[src/rtl/game_pkg.sv]
// Shared types and helpers for the N x N game controller.
package game_pkg;

  typedef enum logic [2:0] {
    S_IDLE,
    S_TURN,
    S_WRITE,
    S_CHECK,
    S_DONE
  } state_e;

  // Widest codes needed for up to 4 players (codes 0..4, players 0..3).
  localparam int CODE_MAX_W   = 3;
  localparam int PLAYER_MAX_W = 2;

  localparam logic [CODE_MAX_W-1:0] CELL_EMPTY = '0;

  // Player p is stored on the board as p+1; 0 means empty.
  function automatic logic [CODE_MAX_W-1:0] player_to_code(input logic [PLAYER_MAX_W-1:0] p);
    return {1'b0, p} + CODE_MAX_W'(1);
  endfunction

  function automatic logic [PLAYER_MAX_W-1:0] code_to_player(input logic [CODE_MAX_W-1:0] c);
    logic [CODE_MAX_W-1:0] p;
    p = c - CODE_MAX_W'(1);
    return p[PLAYER_MAX_W-1:0];
  endfunction

endpackage

[src/rtl/nxn_game_controller_turn_timer.sv]
// Per-turn cycle counter: counts while run is high, restarts on clr,
// flags expiry when the count reaches TIMEOUT_CYCLES-1.
module turn_timer
  import game_pkg::*;
#(
  parameter int TIMEOUT_CYCLES = 1024,
  localparam int TW = $clog2(TIMEOUT_CYCLES)
) (
  input  logic ph1,
  input  logic reset,
  input  logic run,
  input  logic clr,
  output logic expired
);

  localparam logic [TW-1:0] LAST = TW'(TIMEOUT_CYCLES - 1);

  logic [TW-1:0] cnt_q, cnt_d;

  assign expired = run && (cnt_q == LAST);

  // Next count: idle or cleared holds zero, otherwise count up and stick at LAST.
  always_comb begin
    cnt_d = cnt_q;
    if (clr || !run)       cnt_d = '0;
    else if (cnt_q != LAST) cnt_d = cnt_q + TW'(1);
  end

  // Count register.
  always_ff @(posedge ph1) begin
    if (!reset) cnt_q <= '0;
    else        cnt_q <= cnt_d;
  end

endmodule

[src/rtl/nxn_game_controller.sv]
// Turn sequencer for N x N multi-player grid games: accepts moves, rejects
// illegal ones, writes legal ones to the board, waits for the win checker and
// rotates turns until a win or a full board.
// Optional per-turn timeout enabled by defining TURN_TIMEOUT_EN.
module nxn_game_controller
  import game_pkg::*;
#(
  parameter int BOARD_N        = 3,
  parameter int NUM_PLAYERS    = 2,
  parameter int TIMEOUT_CYCLES = 1024,
  localparam int CELLS = BOARD_N * BOARD_N,
  localparam int AW    = $clog2(CELLS),
  localparam int CW    = $clog2(NUM_PLAYERS + 1),
  localparam int PW    = $clog2(NUM_PLAYERS),
  localparam int MW    = $clog2(CELLS + 1)
) (
  input  logic                ph1,
  input  logic                reset,
  input  logic                start,
  input  logic [PW-1:0]       first_player,
  input  logic                move_valid,
  input  logic [AW-1:0]       move_addr,
  output logic                move_ready,
  input  logic [CELLS*CW-1:0] board,
  output logic                cell_we,
  output logic [AW-1:0]       cell_addr,
  output logic [CW-1:0]       cell_state,
  output logic                board_clr,
  input  logic                check_done,
  input  logic                game_over,
  input  logic [CW-1:0]       winner,
  output logic [PW-1:0]       cur_player,
  output logic                move_reject,
  output logic                result_valid,
  output logic [CW-1:0]       result,
  output logic                turn_timeout
);

  state_e        state_q, state_d;
  logic [PW-1:0] cur_q, cur_d, cur_next, fp_sel;
  logic [MW-1:0] cnt_q, cnt_d;
  logic [AW-1:0] addr_q, addr_d;
  logic [CW-1:0] cst_q, cst_d, res_q, res_d;
  logic          we_q, we_d, clr_q, clr_d, rej_q, rej_d, to_q, to_d, rv_q, rv_d;
  logic          hs, legal_hs, addr_hit, occupied, timeout_fire;

  assign move_ready = (state_q == S_TURN);
  assign hs         = move_valid && move_ready;
  assign legal_hs   = hs && addr_hit && !occupied;
  assign cur_next   = (cur_q == PW'(NUM_PLAYERS - 1)) ? '0 : cur_q + PW'(1);

  // Out-of-range first player only possible when NUM_PLAYERS is not a power of two.
  if ((1 << PW) > NUM_PLAYERS) begin : g_fp_clamp
    assign fp_sel = (int'(first_player) < NUM_PLAYERS) ? first_player : '0;
  end else begin : g_fp_pass
    assign fp_sel = first_player;
  end

`ifdef TURN_TIMEOUT_EN
  logic tmr_expired;

  // Timer restarts on a new game, on any handshake and on each forfeited turn.
  turn_timer #(.TIMEOUT_CYCLES(TIMEOUT_CYCLES)) u_turn_timer (
    .ph1     (ph1),
    .reset   (reset),
    .run     (state_q == S_TURN),
    .clr     (start || hs || timeout_fire),
    .expired (tmr_expired)
  );

  // A legal move in the expiry cycle takes precedence over the forfeit.
  assign timeout_fire = tmr_expired && !legal_hs;
`else
  assign timeout_fire = 1'b0;
`endif

  // Decode the target cell: in range, and whether someone already owns it.
  always_comb begin
    addr_hit = 1'b0;
    occupied = 1'b0;
    for (int i = 0; i < CELLS; i++) begin
      if (move_addr == AW'(i)) begin
        addr_hit = 1'b1;
        occupied = (board[i*CW +: CW] != CW'(CELL_EMPTY));
      end
    end
  end

  // Next-state and registered-output logic; start overrides everything.
  always_comb begin
    state_d = state_q;
    cur_d   = cur_q;
    cnt_d   = cnt_q;
    addr_d  = addr_q;
    cst_d   = cst_q;
    res_d   = res_q;
    rv_d    = rv_q;
    we_d    = 1'b0;
    clr_d   = 1'b0;
    rej_d   = 1'b0;
    to_d    = 1'b0;
    if (start) begin
      state_d = S_TURN;
      clr_d   = 1'b1;
      cnt_d   = '0;
      cur_d   = fp_sel;
      rv_d    = 1'b0;
      res_d   = '0;
    end else begin
      case (state_q)
        S_IDLE: ;
        S_TURN: begin
          if (legal_hs) begin
            state_d = S_WRITE;
            we_d    = 1'b1;
            addr_d  = move_addr;
            cst_d   = CW'(player_to_code(PLAYER_MAX_W'(cur_q)));
          end else begin
            if (hs) rej_d = 1'b1;
            if (timeout_fire) begin
              to_d  = 1'b1;
              cur_d = cur_next;
            end
          end
        end
        S_WRITE: begin
          if (cnt_q != '1) cnt_d = cnt_q + MW'(1);
          state_d = S_CHECK;
        end
        S_CHECK: begin
          if (check_done) begin
            if (game_over) begin
              state_d = S_DONE;
              rv_d    = 1'b1;
              res_d   = winner;
            end else if (cnt_q == MW'(CELLS)) begin
              state_d = S_DONE;
              rv_d    = 1'b1;
              res_d   = '0;
            end else begin
              state_d = S_TURN;
              cur_d   = cur_next;
            end
          end
        end
        S_DONE: ;
        default: state_d = S_IDLE;
      endcase
    end
  end

  // State and output registers.
  always_ff @(posedge ph1) begin
    if (!reset) begin
      state_q <= S_IDLE;
      cur_q   <= '0;
      cnt_q   <= '0;
      addr_q  <= '0;
      cst_q   <= '0;
      res_q   <= '0;
      rv_q    <= 1'b0;
      we_q    <= 1'b0;
      clr_q   <= 1'b0;
      rej_q   <= 1'b0;
      to_q    <= 1'b0;
    end else begin
      state_q <= state_d;
      cur_q   <= cur_d;
      cnt_q   <= cnt_d;
      addr_q  <= addr_d;
      cst_q   <= cst_d;
      res_q   <= res_d;
      rv_q    <= rv_d;
      we_q    <= we_d;
      clr_q   <= clr_d;
      rej_q   <= rej_d;
      to_q    <= to_d;
    end
  end

  assign cell_we      = we_q;
  assign cell_addr    = addr_q;
  assign cell_state   = cst_q;
  assign board_clr    = clr_q;
  assign cur_player   = cur_q;
  assign move_reject  = rej_q;
  assign result_valid = rv_q;
  assign result       = res_q;
  assign turn_timeout = to_q;

endmodule

[config.mk]
export PLATFORM = sky130hd
export DESIGN_NAME = nxn_game_controller
export DESIGN_NICKNAME = d
export VERILOG_FILES = /design/src/rtl/game_pkg.sv /design/src/rtl/nxn_game_controller_turn_timer.sv /design/src/rtl/nxn_game_controller.sv
export SDC_FILE = /design/constraint.sdc
export NUM_CORES = 1
export LEC_CHECK = 0
export ABC_AREA = 1
export BUFFER_PORTS_ARGS = -buffer_cell sky130_fd_sc_hd__buf_2
export CORE_MARGIN = 3
export CORE_UTILIZATION = 50
export CTS_CLUSTER_DIAMETER = 120
export CTS_CLUSTER_SIZE = 28
export DETAILED_ROUTE_END_ITERATION = 6
export HOLD_SLACK_MARGIN = 0.08
export PLACE_DENSITY = 0.83
export SYNTH_ARGS = -nofsm -noshare
export SYNTH_HDL_FRONTEND = slang
export SYNTH_SLANG_ARGS = --single-unit
[constraint.sdc]
create_clock -name ph1 -period 3 [get_ports ph1]
set_input_delay 0.3 -clock ph1 [delete_from_list [all_inputs] [get_ports ph1]]
set_output_delay 0.3 -clock ph1 [all_outputs]
set_load 0.03 [all_outputs]
==> results summary, run 1 <==
TritonCTS built the clock tree. The layout filler cell count is a little under 200. The worst clock skew came out at between 4 and 5 ps.

Clock tree synthesis selected as its root buffer the cell sky130_fd_sc_hd__clkbuf_4. The area occupied by multi-input gates came out at 568.0 sq um. The number of instances on the worst hold path came out at 3. The count of antenna-violating nets left after detailed routing is 0. The average cell area after synthesis is ~7 sq um. The net count reported at finish came out at 237. The aggregate routed wire length came out at about 2.7 mm. The area inside the core boundary is approximately 0.002 sq mm. On the worst path, the slowest cell contributes a delay of around 420 ps. The endpoint identified for the worst register-to-register timing path is state_q[0]. Of the total power, registers draw between 50% and 60%. The part of the power in combinational logic is between 10% and 20%. The maximum number of pins on one net before global-route repair is 12. Setup repair after global routing left no endpoint under its margin. The routed length per placed instance is 11.58 microns. After floorplanning, the core was divided into 16 placement rows. The detailed-route via count came out at 1,146. The slowest cell on the critical path is sky130_fd_sc_hd__dfxtp_1. The worst pin sits at a relative slew slack of between 60% and 70%.

The half-perimeter wire length after detailed placement is 2.189 mm. The number of warnings issued by yosys is 0. The power spent charging and discharging nets came out at 146.1 uW. The total clock buffers created by CTS is 3. For the worst setup path, the data arrival time is around 1300 ps.

Summed over its instances, the top area cell type makes up a little under two fifths of the synthesized netlist area. The area overhead of the layout relative to synthesis came out at 26.01%. For the worst flop-to-flop path, the logic depth is 9. The full die area is approximately 0.0028 sq mm. The share of flip-flops with an asynchronous set or reset came out at 0%. The actual transition at the worst max-transition pin is 520.9 ps. The critical path class is reg -> out. The initial standard-cell utilization of the core is 54.31%. In this run the power density over the cells is about 380 mW/mm^2.

Counting every net in the synthesized netlist gives 189. The register-to-register path setup slack came out at approximately 1500 ps. The internal power came out at roughly 380 uW. Yosys attributes the largest share of cell area to sky130_fd_sc_hd__dfxtp_1, sky130_fd_sc_hd__nand2_1, sky130_fd_sc_hd__a21oi_1.

The worst setup path is launched from a register. The weighted congestion at the end of routability-driven global placement is between 0.7 and 0.8. Counting every instance in the synthesized netlist gives ~160. The tightest min-delay check is of the in -> reg type. In the synthesized netlist the dominant register cell turns out to be sky130_fd_sc_hd__dfxtp_1. In this run the worst path has a maximum fanout of 5. The sink count of the clock tree came out at 20. The final setup violation count came out at 0. The sequential cells in the finished layout cover a total of 400.4 sq um. The post-cts hold buffer count came out at 0. Max-cap violations in this run came to 0. The number of endpoints with negative hold slack in the final report came out at 0. Synthesis inferred 20 register bits. The library cell used most frequently in the layout, excluding fill and tap cells, is sky130_fd_sc_hd__buf_2. The path with the worst hold slack has its endpoint at cur_player. The number of diodes added for antenna fixing is 0. The DRC violation total after the first TritonRoute iteration is 19. The origin of the critical flop-to-flop path is cnt_q[1]. The net switching fraction of the power is between 20 and 30%.

The chip width is ~53 microns. The per-cell via count in the routed design is 4.983. The signal on the critical path passes through inv_2 > nor3_4 > buf_2. The largest total area in the synthesized netlist belongs to sky130_fd_sc_hd__dfxtp_1. The first global-routing pass estimated roughly 4.4 mm of wire. After detailed routing, the number of remaining DRC violations is 0. The number of antenna violations at the first check in global routing is 0. The global-route congestion overflow total came out at 0.

The run finished with clean final reports. STA classifies the critical path endpoint as an output pin. The share of layout cells above drive strength 1 came out at about a third. Pin placement for this block handled 46 I/O pins. The relative contribution of the clock network to total power came out at around 29%.

The y dimension of the die came out at between 50 and 60 microns. The combined area of all synthesized cells is between 0.001 and 0.0015 sq mm. The worst-case IR drop observed on VDD is about 0.44 mV. The total number of H-tree levels came out at 1. Counting distinct cell types in the post-synthesis netlist gives 28. The worst path uses between 50% and 60% of the clock period.

The number of iterations in the first detailed-routing pass is 5. The utilization of the core after routing is around 70%. The via count of the first global-routing pass came out at between 1,000 and 1,500. The number of flops mapped to enable cells by yosys came out at 0. The cell leakage power is approximately 0.00066 uW.

In this run the most critical hold path is launched from first_player. The buffer levels on the longest clock path is 2. The total global-route track usage is approximately 21%. The latest clock arrival within the worst-skew pair came out at about 300 ps. In the layout the commonest cells are sky130_fd_sc_hd__buf_2, sky130_fd_sc_hd__nand2_1, sky130_fd_sc_hd__inv_1, sky130_fd_sc_hd__dfxtp_1, sky130_fd_sc_hd__nor2_1. The clock period could shrink to roughly 1600 ps. The final-layout setup total negative slack is 0 ps. Static timing analysis puts the maximum clock frequency at approximately 630 MHz. The data required time at the worst endpoint came out at between 2000 and 3000 ps. The final-report max-slew violation count is 0.

The count of buffers added by post-CTS timing repair for setup came out at 0. The number of I/O port buffers is 44. The number of instances resized during post-cts repair came out at 0. After clock tree synthesis, the clock-pin slew on the worst setup and hold paths is ~100 ps. The sum of buffers and inverters on the critical path came out at 2. The cell family with the largest share of critical-path delay is flip-flops.

For this run, the register share of the synthesized area comes to between 30% and 40%.
==> power groups by stage <==
stage	Clock (uW)	Sequential, uW	Combinational [uW]
floorplan	0	284	56.1
global placement	0	281	91.4
detailed placement	0	281	95.7
CTS	159	275	96.5
global route	166	276	109
finish	154	275	96.2
==> sequential cells by signal, summed over array words and instances (netlist names), 2 cells and up <==
register	flops
cell_addr	4
cell_state	2
cnt_q	4
result	2
state_q	3
==> area by class of cell <==
cell class,instances,share of cell area [%]
sequential,20,29.22
multi-input combinational,106,41.46
clock buffer,4,2.648
inverter,29,8.128
timing repair buffer,44,16.07
tap,27,2.466
==> logic make-up after synthesis <==
kind of cell | after synthesis | synth area share [%]
buffers and inverters | 30 | 10.93
and+or+nand+nor | 74 | 35.10
other | 1 | 0.3449
AOI/OAI and AO/OA | 29 | 14.50
DFF | 20 | 36.82
adders and majority gates | 2 | 2.301
==> how the worst max path moves through the flow <==
stage,start,end,cells after the start
6_report,state_q[0],move_ready,3
2_1_floorplan,state_q[2],cell_addr[0],6
4_1_cts,state_q[0],move_ready,3
3_3_place_gp,board[15],cell_state[0],8
3_5_place_dp,move_addr[0],cell_addr[3],12
5_1_grt,state_q[0],move_ready,3
==> metal layers <==
metal | track usage, % | wire [microns] | vias up
met3 | 6.268 | 162 | 11
met5 | 0 | 0 | -
li1 | - | - | 596
met1 | 22.13 | 1006 | 511
met4 | 7.234 | 57 | 0
met2 | 40.50 | 1439 | 28
==> through the flow <==
step | setup slack (ps) | power, uW | cells | hold WS [ps] | cell area, sq um
finish | 1419 | 525.7 | 230 | 197.6 | 1370
global route | 1318 | 550.9 | 230 | 224.3 | 1370
CTS | 1414 | 530.5 | 230 | 194.8 | 1370
detailed placement | 1530 | 376.5 | 226 | 452.8 | 1334
global placement | 1609 | 372.2 | 226 | 445.5 | 1334
floorplan | 1589 | 340.6 | 156 | 411.5 | 1087
==> worst min-delay path: stages <==
cell and delay [ps]:
sky130_fd_sc_hd__buf_2 70, sky130_fd_sc_hd__nand2_1 40, sky130_fd_sc_hd__o21ai_1 50
==> Yosys cell counts, types with 3 or more instances <==
| cell | n |
|---|---|
| sky130_fd_sc_hd__nand2_1 | 26 |
| sky130_fd_sc_hd__nor2_2 | 3 |
| sky130_fd_sc_hd__o21ai_0 | 3 |
| sky130_fd_sc_hd__a21oi_1 | 17 |
| sky130_fd_sc_hd__inv_2 | 5 |
| sky130_fd_sc_hd__inv_1 | 21 |
| sky130_fd_sc_hd__nor3_1 | 3 |
| sky130_fd_sc_hd__nand3_1 | 8 |
| sky130_fd_sc_hd__nand2_2 | 3 |
| sky130_fd_sc_hd__dfxtp_1 | 20 |
| sky130_fd_sc_hd__nand4_1 | 5 |
| sky130_fd_sc_hd__o21ai_1 | 5 |
| sky130_fd_sc_hd__nor2_1 | 19 |
No activity file was read; power rests on OpenSTA's default activity.
==> run 2, diff against run 1 <==
CORE_ASPECT_RATIO = 1.75   (was not set)
CORE_UTILIZATION = 46   (was 50)
PLACE_DENSITY = 0.77   (was 0.83)
clock period = 1.5 ns   (was 3 ns; I/O delays follow)
==> results summary, run 2 (synthesis gave the netlist of run 1 again) <==
The flow ran to the end, and the final reports show no timing, DRC or antenna violations. The tree is rooted in a sky130_fd_sc_hd__clkbuf_4. The area occupied by multi-input gates came out at just under 600 sq um. The total global-route track usage came out at roughly a fifth. The worst register-to-register path has a depth of 6.

After floorplanning, the core was sized to cover 0.002175 sq mm. Leaving out fill and tap cells, the most frequent cells in the layout are sky130_fd_sc_hd__buf_2, sky130_fd_sc_hd__nand2_1, sky130_fd_sc_hd__inv_1, sky130_fd_sc_hd__nor2_1. The latest clock arrival within the worst-skew pair is roughly 320 ps. In this run the worst setup path begins at state_q[0].

TritonCTS built the clock tree. The register-to-register path setup slack is about 160 ps. The number of endpoints with negative hold slack in the final report was 0. The leading cell type in the layout, fill and taps excluded is sky130_fd_sc_hd__buf_2.

The data required time at the worst endpoint is approximately 1400 ps. The final-report max-slew violation count is 0. The routed design has 2.804 mm of wire. The shortest clock period the worst path allows after layout is around 1400 ps. The number of antenna violations at the first check in global routing is 0. The DRC violation count after routing came out at 0. Of all nets on the critical path, the largest fanout is 4. The data arrival time of the critical path is approximately 1300 ps. The DRC violation total after the first TritonRoute iteration came out at 20. The weighted congestion at the end of routability-driven global placement is 0.9412. The maximum number of pins on one net before global-route repair is 13. Buffers placed on the I/O ports in this run total 44. The net count reported at finish is roughly 240.

The share of layout cells above drive strength 1 came out at 35.58%. The detailed-route via count came out at about 1,200. The path category of the worst min-delay check is in -> reg. The worst path uses between 90 and 100% of the clock period. The wire length of the first global-routing pass came out at between 4 and 5 mm. The number of iterations in the first detailed-routing pass is 4. The final-layout setup total negative slack came out at 0 ps. For this design the static power due to leakage is roughly 0.00069 uW. The total clock buffers created by CTS is 3. The sink count of the clock tree came out at 20. The number of ports placed on the die boundary came out at 46. The die is around 70 microns tall.

The number of cells in the design after placement came out at between 200 and 250. Detailed placement finished with a half-perimeter wire length of 2.227 mm. The area overhead of the layout relative to synthesis is 33.03%.

In this run the remaining antenna-violating nets after routing total 0. The initial utilization of the core area, before any placement, comes to 50.00%. The number of diodes added for antenna fixing is 0. The layout has between 150 and 200 filler cells.

The final setup violation count came out at 0. Overall power consumption after layout is estimated at approximately 1200 uW. In this run the number of H-tree levels came out at 1. For this run, the top clock speed supported by timing is between 600 and 700 MHz. STA classifies the critical path startpoint as a register. The worst setup path is captured at an output pin. The global-route congestion overflow total is 0. The cell area reported after detailed placement is roughly 0.0013 sq mm. The number of standard cells in the final layout excluding fillers came out at 232. The power per unit of standard cell area is about 840 mW/mm^2. The worst IR drop on VDD came out at about 0.73 mV. Across the whole layout, storage elements account for between 400 and 500 sq um. The worst register-to-register path begins at cnt_q[0]. The worst clock skew is around 5.1 ps. The buffer levels on the longest clock path is 2.

In this run the core area contains 22 standard-cell rows. The worst hold path begins at move_valid. Along the worst hold path, the cell count comes to 3. In this run the horizontal extent of the chip is 42.75 microns. The cell area after layout came out at between 0.001 and 0.0015 sq mm. The critical path class is reg -> out. The die covers about 0.0030 sq mm. The count of maximum capacitance violations is 0.

The per-cell via count in the routed design is around 5.2. The via count of the first global-routing pass came out at between 1,000 and 1,500. The CTS clock-pin slew for the worst setup and hold paths came out at approximately 120 ps. The routed length per placed instance is around 12 microns.
-- run 2: cell count changes in the layout (fill, tap and decap cells not counted), moves of 2 or more --
cell,before,now
sky130_fd_sc_hd__buf_4,0,3
sky130_fd_sc_hd__dfxtp_2,0,3
sky130_fd_sc_hd__dlygate4sd3_1,0,2
sky130_fd_sc_hd__dfxtp_1,20,17
-- run 2: where the power goes --
| part | internal (uW) | switching, uW |
|---|---|---|
| sequential | 541 | 10.7 |
| clock | 271 | 182 |
| combinational | 83.1 | 127 |
| total | 895 | 319 |
-- run 2: final timing paths --
| check | endpoint |
|---|---|
| setup / recovery | move_ready |
| hold / removal | move_reject |
| setup reg to reg | cnt_q[0] |
| hold reg to reg | cell_state[1] |
-- run 2: layer usage --
metal | wire length [microns] | global-route usage (%) | vias up
li1 | - | - | 608
met1 | 927 | 19.21 | 543
met2 | 1565 | 39.63 | 47
met3 | 203 | 4.381 | 15
met4 | 108 | 13.15 | 0
met5 | 0 | 0 | -
-- run 2: area by class of cell --
type                            count  area share, %
Clock inverter                      1          2.076
Timing Repair Buffer               49          18.34
Sequential cell                    20          27.94
Inverter                           29          7.699
Multi-Input combinational cell    106          40.31
Tap cell                           24          2.076
Clock buffer                        3          1.557
-- run 2: timing repair --
| item | CTS | global route |
|---|---|---|
| setup buffers | 0 | 1 |
| resized for setup | 0 | 6 |
| hold endpoints to repair | 3 | 0 |
| setup endpoints to repair | 0 | 16 |
| hold buffers | 2 | 0 |
-- run 2: stage by stage --
stage               util, %  hold WS [ps]  setup WS [ps]
finish                66.51         84.08          68.14
detailed placement    61.85         372.6          116.6
global placement      61.85         368.1          172.8
global route          66.51         82.37        -0.1689
CTS                   65.19         82.72          21.17
floorplan                 -         261.5          89.19
-- run 2: critical path, stage by stage (launching register included) --
cell and delay [ps]:
sky130_fd_sc_hd__dfxtp_2 390, sky130_fd_sc_hd__inv_2 100, sky130_fd_sc_hd__nor3_4 140, sky130_fd_sc_hd__buf_4 150, sky130_fd_sc_hd__clkbuf_4 180
==> run 3, diff against run 2 <==
ABC_AREA = not set   (was 1)
CORE_UTILIZATION = 45   (was 46)
==> results summary, run 3 <==
The flow ran to the end, and the final reports show no timing, DRC or antenna violations. The detailed router placed roughly 1,000 vias in this run. The library cell used most frequently in the layout, excluding fill and tap cells, is sky130_fd_sc_hd__buf_2. The utilization of the core after routing is between 60% and 70%. The worst setup path is launched from a register. The number of nets in the synthesized netlist came out at 148. The count of antenna-violating nets left after detailed routing came out at 0. The number of iterations in the first detailed-routing pass is 4. The number of flops mapped to enable cells by yosys came out at 0. The DRC violation count after routing is 0. The buffer levels on the longest clock path is 2. The worst setup path is captured at a register. The post-layout total power came out at just under 1000 uW. The chip width came out at around 42 microns. Counting distinct cell types in the post-synthesis netlist gives 38. The combined area of all synthesized cells came out at between 0.001 and 0.0015 sq mm. The commonest cells after synthesis are sky130_fd_sc_hd__dfxtp_1, sky130_fd_sc_hd__nand2_1, sky130_fd_sc_hd__nor2_1. The cell leakage power came out at about 0.00062 uW. The number of ports placed on the die boundary came out at between 40 and 50.

Setup violations remaining at the end of the flow were counted as 0. The first global-routing pass estimated 4.215 mm of wire. Data arrives at the worst endpoint at about 1600 ps.

The share of layout cells above drive strength 1 came out at a little over two fifths. The total clock buffers created by CTS came out at 3. The number of instances on the worst hold path is 3. Across the VDD grid, the largest voltage drop is approximately 0.6 mV.

The number of I/O port buffers is 44. The per-cell via count in the routed design is roughly 5.2. The worst hold slack came out at 122.7 ps. The region available for standard cell placement spans 0.002120 sq mm.

The biggest area contributor in the post-synthesis netlist is sky130_fd_sc_hd__dfxtp_1. The number of antenna violations at the first check in global routing is 0. The cell area after layout is 0.001354 sq mm. Ranked by total cell area, the synthesized netlist is headed by sky130_fd_sc_hd__dfxtp_1, sky130_fd_sc_hd__nand2_1, sky130_fd_sc_hd__mux2i_1. TritonCTS built the clock tree. The setup path with the least slack is of type reg -> reg. The routed length per placed instance is between 10 and 15 microns. The die covers between 0.002 and 0.003 sq mm. The worst clock skew came out at 0.6364 ps. The initialized floorplan defines 22 standard-cell rows. The latest clock arrival within the worst-skew pair came out at between 200 and 300 ps. The final-report max-slew violation count came out at 0. In this run the number of H-tree levels came out at 1. The number of endpoints with negative hold slack in the final report is 0. The number of diodes added for antenna fixing came out at 0.

The cell that appears most often on the critical path is sky130_fd_sc_hd__buf_4. A synthesized cell averages about 8.9 sq um. The weighted congestion at the end of routability-driven global placement is slightly above 0.9. For this design, the sink count on the clock tree is 20.

The area occupied by multi-input gates is roughly 570 sq um. The signal on the critical path passes through buf_4 > ha_2 > a311oi_2 > buf_4 > nor2_1 > a211oi_1. For the worst setup path, the data required time is approximately 1700 ps. The synthesized flop and latch total came out at 20. The total global-route track usage came out at between 15 and 20%. The proportion of synthesized chip area in sequential cells is 39.22%.

During synthesis, Yosys emitted a total of 0 warnings. The cell area reported after detailed placement is 0.001294 sq mm. The leading register cell type out of synthesis is sky130_fd_sc_hd__dfxtp_1. The via count of the first global-routing pass came out at approximately 1,000. The path category of the worst min-delay check is in -> reg.

The count of mapped cells out of synthesis is ~120. The share of flip-flops with an asynchronous set or reset is 0%. The area overhead of the layout relative to synthesis came out at 32.60%.

For this run, the slowest stage of the critical path takes about 330 ps. The final layout contains slightly above 200 nets. The area share of the largest cell type after synthesis is around two fifths. In the finished design, the share of the clock period the worst path needs comes to 93.26%. The highest net fanout along the worst path came out at 3. The power per unit of standard cell area is between 700 and 800 mW/mm^2. The number of cells traversed by the worst register-to-register path is 6. The count of maximum capacitance violations came out at 0. The achievable clock frequency came out at between 700 and 800 MHz. The aggregate routed wire length came out at roughly 2.5 mm. For this run the aggregate overflow at the end of global routing stands at 0. The shortest clock period the worst path allows after layout came out at 1399 ps. The initial standard-cell utilization of the core came out at approximately half. After clock tree synthesis, the clock-pin slew on the worst setup and hold paths is 100 ps. The layout filler cell count is around 180. The slowest stage of the critical path is the sky130_fd_sc_hd__dfxtp_1 cell. By instance count, the leading cell after synthesis is sky130_fd_sc_hd__dfxtp_1. Detailed placement ended at an HPWL of about 2.0 mm. In this run, the number of DRC markers left after iteration 0 of detailed routing was 20. The sequential standard cell area came out at 406.6 sq um. The y dimension of the die is a little under 70 microns. The root buffer cell is sky130_fd_sc_hd__clkbuf_4.

The maximum number of pins on one net before global-route repair came out at 18. In the layout the commonest cells are sky130_fd_sc_hd__buf_2, sky130_fd_sc_hd__nand2_1, sky130_fd_sc_hd__dfxtp_1, sky130_fd_sc_hd__nor2_1, sky130_fd_sc_hd__buf_4.
-- run 3: cell count changes in the layout (fill, tap and decap cells not counted), moves of 4 or more --
cell                      previous run  this run
sky130_fd_sc_hd__buf_4               3         9
sky130_fd_sc_hd__nor2_1             19        14
sky130_fd_sc_hd__inv_2               5         0
sky130_fd_sc_hd__mux2i_1             0         6
sky130_fd_sc_hd__nand2_1            26        19
sky130_fd_sc_hd__inv_1              21         6
sky130_fd_sc_hd__nand4_1             5         1
sky130_fd_sc_hd__o21ai_1             5         0
sky130_fd_sc_hd__nand3_1             8         1
sky130_fd_sc_hd__a21oi_1            17         3
-- run 3: kinds of logic after synthesis --
group           after synthesis  synth area share (%)
compound gates               22                 19.73
xor+xnor                      3                 2.574
fa+ha+maj                     2                 2.451
buf+inv                      11                 5.883
flops                        20                 39.22
mux                           6                 5.883
other cells                   1                0.3673
simple gates                 50                 23.90
-- run 3: worst paths after layout --
| check | start | slack (ps) | to |
|---|---|---|---|
| hold reg to reg | cell_addr[0] | 460 | cell_addr[0] |
| hold / removal | winner[0] | 120 | result[0] |
| setup reg to reg | cnt_q[1] | 100 | cnt_q[1] |
| setup / recovery | cnt_q[1] | 100 | cnt_q[1] |
-- run 3: worst max-delay path, delay by kind of cell, from the launching register on --
family,cells,cell delay [ps]
AOI/OAI and AO/OA,2,460
and+or+nand+nor,1,40
adders and majority gates,1,190
buffers and inverters,2,310
DFF,1,330
-- run 3: cell type report --
class / instances / share of cell area, %
Clock buffer: 3 / 1.664
Inverter: 6 / 1.664
Multi-Input combinational cell: 84 / 42.42
Sequential cell: 20 / 30.04
Tap cell: 24 / 2.218
Timing Repair Buffer: 54 / 22.00
-- run 3: through the flow --
step / setup slack [ps] / TNS [ps] / cells
2_1_floorplan: -88.04 / -528.0 / 115
3_3_place_gp: 44.16 / 0 / 185
3_5_place_dp: -16.53 / -63.44 / 185
4_1_cts: 26.54 / 0 / 189
5_1_grt: -4.003 / -4.003 / 191
6_report: 101.1 / 0 / 191
-- run 3: report_power, final --
group	internal [uW]	switching (uW)
combinational	82.6	92.0
clock	93.6	151
sequential	539	5.77
-- run 3: metal layers --
metal,part of all wire [%],vias up,GRT usage [%]
met4,2.1,0,8.571
met1,36,441,17.96
li1,-,504,-
met3,9.0,6,3.394
met5,0,-,0
met2,53,50,33.28
-- run 3: what timing repair did --
action | in CTS | in global routing
setup endpoints to repair | 0 | 11
hold buffers | 1 | 0
setup buffers | 0 | 2
gates resized for setup | 0 | 5
hold endpoints to repair | 1 | 0
